<file path="src/rtl/ysyx_24100005_pkg.sv">
// -----------------------------------------------------------------------------
// ysyx_24100005_pkg
// Shared definitions for the instruction fetch unit:
//   - ifu_state_e      : fetch FSM state encoding
//   - DEFAULT_RESET_PC : PC value loaded on reset unless overridden
//   - pc_advance()     : sequential PC step, wrapping modulo 2^32
// -----------------------------------------------------------------------------
package ysyx_24100005_pkg;

  // Fetch FSM states. The encoding is fixed so that waveforms read the same
  // across builds.
  typedef enum logic [1:0] {
    S_IDLE = 2'd0,  // post-reset idle cycle, nothing asserted
    S_REQ  = 2'd1,  // fetch request presented to instruction memory
    S_WAIT = 2'd2,  // request accepted, waiting for the response pulse
    S_OUT  = 2'd3   // instruction held for decode
  } ifu_state_e;

  localparam logic [31:0] DEFAULT_RESET_PC = 32'h8000_0000;
  localparam int unsigned DEFAULT_PC_STEP  = 4;

  // Sequential PC advance. Plain unsigned addition truncated to the PC width,
  // so the top of the address space wraps around to zero.
  function automatic logic [31:0] pc_advance(input logic [31:0] pc,
                                             input logic [31:0] step);
    return pc + step;
  endfunction

endpackage : ysyx_24100005_pkg

</file>
<file path="src/rtl/ysyx_24100005_Reg.sv">
// -----------------------------------------------------------------------------
// ysyx_24100005_Reg
// Generic register with write enable and synchronous active-high reset.
//   clk       in   clock, rising edge
//   rst       in   synchronous reset, loads RESET_VAL
//   wen_i     in   write enable
//   d_i       in   WIDTH  next value, loaded when wen_i=1
//   q_o       out  WIDTH  registered value
// -----------------------------------------------------------------------------
module ysyx_24100005_Reg #(
  parameter int unsigned       WIDTH     = 1,
  parameter logic [WIDTH-1:0]  RESET_VAL = '0
) (
  input  logic             clk,
  input  logic             rst,
  input  logic             wen_i,
  input  logic [WIDTH-1:0] d_i,
  output logic [WIDTH-1:0] q_o
);

  // NOTE: sequential state is always assigned with <= so that every flop
  // samples the pre-edge value of its inputs, independent of block ordering.
  always_ff @(posedge clk) begin
    if (rst) begin
      q_o <= RESET_VAL;
    end else if (wen_i) begin
      q_o <= d_i;
    end
  end

endmodule : ysyx_24100005_Reg

</file>
<file path="src/rtl/ysyx_24100005_ifu.sv">
// -----------------------------------------------------------------------------
// ysyx_24100005_ifu
// Instruction fetch unit. Fetches one instruction at a time from instruction
// memory (at most one outstanding request), holds it for decode, and follows
// branch/jump redirects from execute.
//
// Ports:
//   clk              in   clock, all state updates on the rising edge
//   rst              in   synchronous active-high reset
//   redirect_valid   in   redirect request from execute
//   redirect_pc      in   ADDR_W  redirect target
//   imem_req_valid   out  fetch request valid
//   imem_req_ready   in   memory accepts the request
//   imem_req_addr    out  ADDR_W  fetch address (always the PC register)
//   imem_resp_valid  in   response pulse, one per accepted request
//   imem_resp_data   in   INST_W  fetched instruction
//   inst_valid       out  instruction available to decode
//   inst_ready       in   decode accepts the instruction
//   inst             out  INST_W  held instruction
//   inst_pc          out  ADDR_W  PC of the held instruction
//   pc               out  ADDR_W  current fetch PC
//
// Redirect behaviour:
//   - IDLE/REQ without handshake: PC replaced, request continues from REQ.
//   - REQ with handshake, or WAIT: the in-flight response is marked for
//     dropping; once it arrives it is discarded and fetch restarts in REQ.
//     A redirect in WAIT that coincides with the response discards it at once.
//   - OUT: PC replaced; a coincident inst_ready still completes the transfer
//     but the sequential step is suppressed.
// -----------------------------------------------------------------------------
module ysyx_24100005_ifu
  import ysyx_24100005_pkg::*;
#(
  parameter int unsigned         ADDR_W   = 32,
  parameter int unsigned         INST_W   = 32,
  parameter logic [ADDR_W-1:0]   RESET_PC = ADDR_W'(DEFAULT_RESET_PC),
  parameter int unsigned         PC_STEP  = DEFAULT_PC_STEP
) (
  input  logic              clk,
  input  logic              rst,

  input  logic              redirect_valid,
  input  logic [ADDR_W-1:0] redirect_pc,

  output logic              imem_req_valid,
  input  logic              imem_req_ready,
  output logic [ADDR_W-1:0] imem_req_addr,
  input  logic              imem_resp_valid,
  input  logic [INST_W-1:0] imem_resp_data,

  output logic              inst_valid,
  input  logic              inst_ready,
  output logic [INST_W-1:0] inst,
  output logic [ADDR_W-1:0] inst_pc,

  output logic [ADDR_W-1:0] pc
);

  // ---------------------------------------------------------------------------
  // State
  // ---------------------------------------------------------------------------
  ifu_state_e        state_q;
  logic              drop_q;        // in-flight response belongs to a stale PC
  logic              req_valid_q;   // registered imem_req_valid
  logic              inst_valid_q;  // registered inst_valid
  logic [INST_W-1:0] inst_q;
  logic [ADDR_W-1:0] inst_pc_q;

  logic [ADDR_W-1:0] pc_q;
  logic [ADDR_W-1:0] pc_d;
  logic              pc_we;

  logic              req_fire;
  logic              out_fire;

  assign req_fire = req_valid_q && imem_req_ready;
  assign out_fire = inst_valid_q && inst_ready;

  // ---------------------------------------------------------------------------
  // PC next-state: a redirect always wins over the sequential step, and the
  // step is only taken when decode accepts the held instruction.
  // ---------------------------------------------------------------------------
  always_comb begin
    // NOTE: every signal written here gets a default first so no path leaves
    // it unassigned, which would otherwise infer a latch.
    pc_we = 1'b0;
    pc_d  = ADDR_W'(pc_advance(32'(pc_q), 32'(PC_STEP)));
    if (redirect_valid) begin
      pc_we = 1'b1;
      pc_d  = redirect_pc;
    end else if (state_q == S_OUT && out_fire) begin
      pc_we = 1'b1;
    end
  end

  ysyx_24100005_Reg #(
    .WIDTH     (ADDR_W),
    .RESET_VAL (RESET_PC)
  ) u_pc_reg (
    .clk   (clk),
    .rst   (rst),
    .wen_i (pc_we),
    .d_i   (pc_d),
    .q_o   (pc_q)
  );

  // ---------------------------------------------------------------------------
  // Fetch FSM with registered request/valid outputs and the instruction buffer.
  // ---------------------------------------------------------------------------
  always_ff @(posedge clk) begin
    if (rst) begin
      state_q      <= S_IDLE;
      drop_q       <= 1'b0;
      req_valid_q  <= 1'b0;
      inst_valid_q <= 1'b0;
      inst_q       <= '0;
      inst_pc_q    <= '0;
    end else begin
      unique case (state_q)
        S_IDLE: begin
          state_q     <= S_REQ;
          req_valid_q <= 1'b1;
        end

        S_REQ: begin
          // Without a handshake the request stays up; a redirect only changes
          // the address through the PC register.
          if (req_fire) begin
            state_q     <= S_WAIT;
            req_valid_q <= 1'b0;
            drop_q      <= redirect_valid;
          end
        end

        S_WAIT: begin
          if (imem_resp_valid) begin
            if (drop_q || redirect_valid) begin
              // Stale response: discard and refetch from the new PC.
              state_q     <= S_REQ;
              req_valid_q <= 1'b1;
              drop_q      <= 1'b0;
            end else begin
              state_q      <= S_OUT;
              inst_valid_q <= 1'b1;
              inst_q       <= imem_resp_data;
              inst_pc_q    <= pc_q;
            end
          end else if (redirect_valid) begin
            // The response is still owed by memory; wait for it, then drop it,
            // so there is never more than one request outstanding.
            drop_q <= 1'b1;
          end
        end

        S_OUT: begin
          if (redirect_valid || out_fire) begin
            state_q      <= S_REQ;
            inst_valid_q <= 1'b0;
            req_valid_q  <= 1'b1;
          end
        end
      endcase
    end
  end

  // ---------------------------------------------------------------------------
  // Outputs
  // ---------------------------------------------------------------------------
  assign imem_req_valid = req_valid_q;
  assign imem_req_addr  = pc_q;
  assign inst_valid     = inst_valid_q;
  assign inst           = inst_q;
  assign inst_pc        = inst_pc_q;
  assign pc             = pc_q;

endmodule : ysyx_24100005_ifu
</file>
<file path="config.mk">
export PLATFORM = sky130hd
export DESIGN_NAME = ysyx_24100005_ifu
export DESIGN_NICKNAME = d
export VERILOG_FILES = /design/src/rtl/ysyx_24100005_pkg.sv /design/src/rtl/ysyx_24100005_Reg.sv /design/src/rtl/ysyx_24100005_ifu.sv
export SDC_FILE = /design/constraint.sdc
export NUM_CORES = 1
export LEC_CHECK = 0
export CORE_MARGIN = 4
export CORE_UTILIZATION = 42
export CTS_BUF_LIST = sky130_fd_sc_hd__clkbuf_4
export DETAILED_ROUTE_END_ITERATION = 10
export PLACE_DENSITY = 0.8
export RECOVER_POWER = 100
export REMOVE_ABC_BUFFERS = 1
export SETUP_SLACK_MARGIN = 0.05
export SLEW_MARGIN = 20
export SYNTH_ARGS = -nofsm -noshare
export SYNTH_HDL_FRONTEND = slang
export SYNTH_SLANG_ARGS = --single-unit
</file>
<file path="constraint.sdc">
create_clock -name clk -period 5.2 [get_ports clk]
set_input_delay 1.04 -clock clk [delete_from_list [all_inputs] [get_ports clk]]
set_output_delay 1.04 -clock clk [all_outputs]
set_load 0.05 [all_outputs]
</file>
Word-level counts from Yosys, hierarchy flattened
Index checks and enable logic that the tools add are counted.
{"block": "word_totals", "regBits": 101, "latch_bits": 0, "ramBits": 0, "rom_bits": 0, "inputBits": 70, "output_inout_bits": 130, "elab_cells": 54, "memories": 0}
{"block": "classes", "add_sub_neg": 1, "mul": 0, "div": 0, "order_cmp": 0, "eq_ne": 10, "shifts": 0, "muxes": 22, "bitwise_logic": 1, "reduce_logical": 13}
{"cell": "$add A32 B3 Y32 const B", "count": 1}
{"cell": "$mux W32", "count": 1}
{"cell": "$mux W1", "count": 13}
{"cell": "$reduce_and A4 Y1", "count": 3}
{"cell": "$mux W2", "count": 4}
{"cell": "$ne A2 B2 Y1 const B", "count": 4}
{"cell": "$pmux W2 S4", "count": 1}
{"cell": "$ne A3 B3 Y1 const B", "count": 2}
{"cell": "$reduce_and A3 Y1", "count": 2}
{"cell": "$eq A2 B2 Y1 const B", "count": 2}
{"cell": "$pmux W1 S2", "count": 2}
{"cell": "$pmux W1 S4", "count": 1}
{"cell": "$reduce_bool A2 Y1", "count": 2}
{"cell": "$logic_and A1 B1 Y1", "count": 3}
{"cell": "$eq A2 B1 Y1 const B", "count": 1}
{"cell": "$logic_not A2 Y1", "count": 1}
{"cell": "$logic_or A1 B1 Y1", "count": 2}
{"cell": "$ne A2 B1 Y1 const B", "count": 1}
{"cell": "$not A1 Y1", "count": 1}

Logic depth before layout (Yosys ltp)
{"block": "depth", "word_depth": 4, "depth_mapped": 8, "depth_no_buf": 6}

Cells and area by module
From an unflattened synthesis, not the netlist that was laid out.
{"block": "hier_totals", "cells_unflattened": 617, "area_unflattened_um2": 4901.0}
{"module": "ysyx_24100005_ifu", "n_inst": 1, "cells_each": 514, "area_per_inst_um2": 3734.8, "seq_area_each_um2": 1381.3}
{"module": "ysyx_24100005_Reg", "n_inst": 1, "cells_each": 103, "area_per_inst_um2": 1166.1, "seq_area_each_um2": 640.6}

Worst setup path before layout
OpenSTA, ideal clock, no wires.
{"block": "synth_path", "path_type": "register to register", "start": "reg u_pc_reg.q_o[14]", "end": "reg u_pc_reg.q_o[28]", "setup_ns": 0.127, "arrival_ns": 2.294, "t_required_ns": 5.073, "setup_slack_ns": 2.779, "stages_incl_launch_ff": 6, "n_path_buf": 1, "period_less_slack_ns": 2.421, "path_cell_list": "dfxtp_1 nand4_1 or4_1 clkbuf_1 o311a_1 or3_1"}
{"block": "synth_between", "elab_chain_cells": 2}
{"item": "start, declared", "line": "ysyx_24100005_Reg.sv:18", "source": "output logic [WIDTH-1:0] q_o"}
{"item": "start signal, assigned", "line": "ysyx_24100005_Reg.sv:27", "source": "q_o <= d_i;"}
{"item": "$add A32 B3 Y32", "line": "ysyx_24100005_pkg.sv:26", "source": "return pc + step;"}
{"item": "$mux W32", "line": "ysyx_24100005_ifu.sv:88", "source": "if (redirect_valid) begin"}
Every way passes these cells.
A chain may end at the register's enable or synchronous reset.

Worst setup path in the final report
{"block": "layout_path", "start": "in redirect_valid", "end": "reg inst_q[27], in the netlist inst[27]"}
{"block": "layout_between", "elab_chain_cells": 3}
{"item": "start, declared", "line": "ysyx_24100005_ifu.sv:42", "source": "input logic redirect_valid,"}
{"item": "$logic_or A1 B1 Y1", "line": "ysyx_24100005_ifu.sv:137", "source": "if (drop_q || redirect_valid) begin"}
{"item": "$not A1 Y1 (no source line)"}
{"item": "$reduce_and A3 Y1 (no source line)"}
{"item": "end signal, assigned", "line": "ysyx_24100005_ifu.sv:145", "source": "inst_q <= imem_resp_data;"}
{"item": "end, declared", "line": "ysyx_24100005_ifu.sv:66", "source": "logic [INST_W-1:0] inst_q;"}
Every way passes these cells.

==> impl_results.md <==
- Count of H-tree levels built during CTS: 3
- Number of synthesized flops with an enable pin: 0
- Switching part of the total: 0.325
- Final number of hold-violating endpoints: 0
- Clock period minus worst slack: 3.87 ns
- Die width: 113 µm
- Endpoint class of the critical path: flop
- Post-synth cell types: 45
- Initial antenna violation count: 0
- Number of placement rows: 37
- Setup Skew: 0.0239 ns
- Top-level port count: 200
- Number of standard cells in the layout, taps in and fillers out: 869
- Final routed wire length divided by cell count: 15.7 µm
- Initial Util: 0.438
- Largest net degree at the start of global routing: 70
- Core box area: 10500 µm²
- Critical Path RT: 5.54 ns
- TritonCTS clock tree: yes
- First-iteration detailed-routing DRC count: 378
- Vias: 4658
- Register area share after synthesis: 0.439
- Signed area change from the synthesized netlist to the final layout: 42.2%
- Chain of cells forming the critical path: dlygate4sd3_1 -> clkbuf_1 -> nor3b_1 -> and2_2 -> buf_4 -> nand2_1 -> a21oi_1
- Final wirelength: 13.6 mm
- Part of the total power dissipated in the clock network: 0.258
- Startpoint type of the worst setup path: input pin
- Worst slew slack as a fraction of its limit: 0.0770
- Post-layout total power: 1.69 mW
- Via count of the first global-routing pass: 4508
- Overall Global Routing Usage: 0.210
- Setup Slack @ Placement: 1.50 ns
- Cells taking the most area after synthesis: dfxtp_1 (44%), nand2_1 (12%), a21oi_1 (8.4%)
- Routability congestion estimate: 0.823
- Overflow left after global routing: 0
- Most area-hungry cell type in the Yosys netlist: dfxtp_1
- Number of sinks on the clock net: 101
- Post-Place Cells: 855
- Number of port buffers: 199
- Die ar.: 12700 µm²
- Hold crit path type: reg -> reg
- Transition at the pin with the smallest max-transition slack: 1.38 ns
- Total standard cell area after synthesis: 4610 µm²
- Summed negative setup slack over all endpoints: 0 ns
- Final cycle utilization of the critical path: 0.745
- Run status: finished clean
- Proportion of power drawn by flip-flops and latches: 0.504
- Critical-path cell with the highest stage delay: nor3b_1
- CTS Hold Bufs: 0
- Int Pwr: 1.14 mW
- Final setup violation count: 0
- Number of nets with antenna violations after detailed routing: 0
- Average size of a mapped cell: 7.85 µm²
- Count of maximum capacitance violations: 0
- Clock transition at the registers of the reported paths: 0.14 ns
- Area share of the largest cell type after synthesis: 0.439
- Post-detailed-route DRC marker count: 0
- Syn Inst Count: 587
- Clock insertion delay at the later pin of the skew report: 0.43 ns
- Arr. time, crit path: 4.21 ns
- Layout cell share with drive strength beyond 1: 0.0314
- Part of the total power dissipated in combinational logic: 0.239
- Clock root buffer: clkbuf_4
- Pwr Density: 258 nW/µm²
- Primary FF master, synth: dfxtp_1
- Maximum count of clock buffers along a single path: 2
- RSZ-0062 raised after global routing: false
- Start-to-end type of the worst setup path: in -> reg
- Longest individual stage delay on the worst path: 0.71 ns
- CP bufs+invs: 3
- Drt first pass iters: 5
- Cell with the most instances after synthesis: nand2_1
- Largest fanout on the critical path: 37
- Number of CTS-inserted buffers: 9
- Global-route wire length before repair: 22.3 mm
- Number of register bits inferred by synthesis: 101
- Fraction of registers with async set/reset: 0
- Leak: 2.51 nW
- Number of nets at the end of the flow: 805
- Worst path setup slack after routing: 1.33 ns
- Number of buffers inserted to repair setup after CTS: 0
- Via density per instance: 5.36
- Most common library cells after synthesis: nand2_1 (150), dfxtp_1 (101), a21oi_1 (77), buf_4 (32), clkbuf_1 (31)
- Psw: 0.550 mW
- Number of pins with negative max-slew slack in the final report: 0
- Worst supply voltage drop on vdd: 162 µV
- F_max: 258 MHz
- Post-DP HPWL: 9.79 mm
- Post-CTS Resized: 0
- Largest delay contributor family on the critical path: buffers and inverters
- Antenna fix cells: 0
- Vertical die dimension: 113 µm
- Synthesis warning total: 0
final timing paths:
check                 start          endpoint  slack, ns  cells after the start
max reg2reg      state_q[0]  u_pc_reg.q_o[25]       2.53                      5
min reg2reg     inst_pc[12]       inst_pc[12]       0.46                      2
max          redirect_valid          inst[27]       1.33                      7
min             inst_pc[12]       inst_pc[12]       0.46                      2
per-stage QoR:
step / utilization / hold slack [ns] / area [µm²]
2_1_floorplan: - / 0.496 / 4210
3_5_place_dp: 0.610 / 0.446 / 6410
3_3_place_gp: 0.610 / 0.441 / 6410
6_report: 0.624 / 0.460 / 6550
5_1_grt: 0.624 / 0.477 / 6550
4_1_cts: 0.624 / 0.465 / 6560
registers in the layout, indices dropped and copies added (netlist names):
| name | count |
|---|---|
| u_pc_reg.q_o | 32 |
| inst | 32 |
| drop_q | 1 |
| inst_pc | 32 |
| imem_req_valid | 1 |
| inst_valid | 1 |
| state_q | 2 |
worst reg2reg max path, stage by stage, from the launching register on:
cell and delay, ns:
dfxtp_1 0.44, ha_1 0.30, and4_1 0.36, nand3_1 0.54, or4_1 0.66, a311oi_1 0.27
power by group through the flow:
stage / registers (mW) / clock network (mW) / logic [mW]
finish: 0.851 / 0.435 / 0.404
global route: 0.859 / 0.482 / 0.429
CTS: 0.853 / 0.450 / 0.422
detailed placement: 0.870 / 0 / 0.420
global placement: 0.867 / 0 / 0.411
floorplan: 1.01 / 0 / 0.0877
area by class of cell:
class | count | area [µm²]
inverter | 11 | 41.3
clock inverter | 5 | 77.6
clock buffer | 9 | 67.6
timing repair buffer | 203 | 2020
multi-input combinational | 404 | 2160
sequential | 101 | 2020
tap | 136 | 170
fill | 947 | 3960
placed cells by master (no fill, tap or decap), types with 5 or more instances in the layout:
| cell | count |
|---|---|
| a211oi_1 | 9 |
| dfxtp_1 | 101 |
| ha_1 | 5 |
| nor4_1 | 7 |
| dlygate4sd3_1 | 132 |
| o21ai_0 | 8 |
| clkdlybuf4s50_1 | 66 |
| nand4_1 | 10 |
| clkbuf_4 | 9 |
| xnor2_1 | 5 |
| or4_1 | 14 |
| inv_1 | 10 |
| nor3_1 | 7 |
| nand2_1 | 149 |
| o31ai_1 | 12 |
| a21oi_1 | 77 |
| nor2_1 | 27 |
| or3_1 | 5 |
| a311oi_1 | 12 |
| nand3_1 | 15 |
cells by family after synthesis:
logic type	after synthesis	synth area share
XOR/XNOR	9	0.0171
AO/OA/AOI/OAI	131	0.173
AND/OR/NAND/NOR	254	0.251
buffers and inverters	82	0.0945
multiplexers	5	0.0111
adder cells (fa/ha/maj)	5	0.0136
flip-flops	101	0.439
per-layer routing:
layer,part of all wire,up-vias,track usage
met3,0.069,18,0.0385
met5,0,-,0
met2,0.49,186,0.357
met1,0.43,2159,0.272
li1,-,2295,-
met4,0.016,0,0.0569
Power figures use the tool's default switching activity.
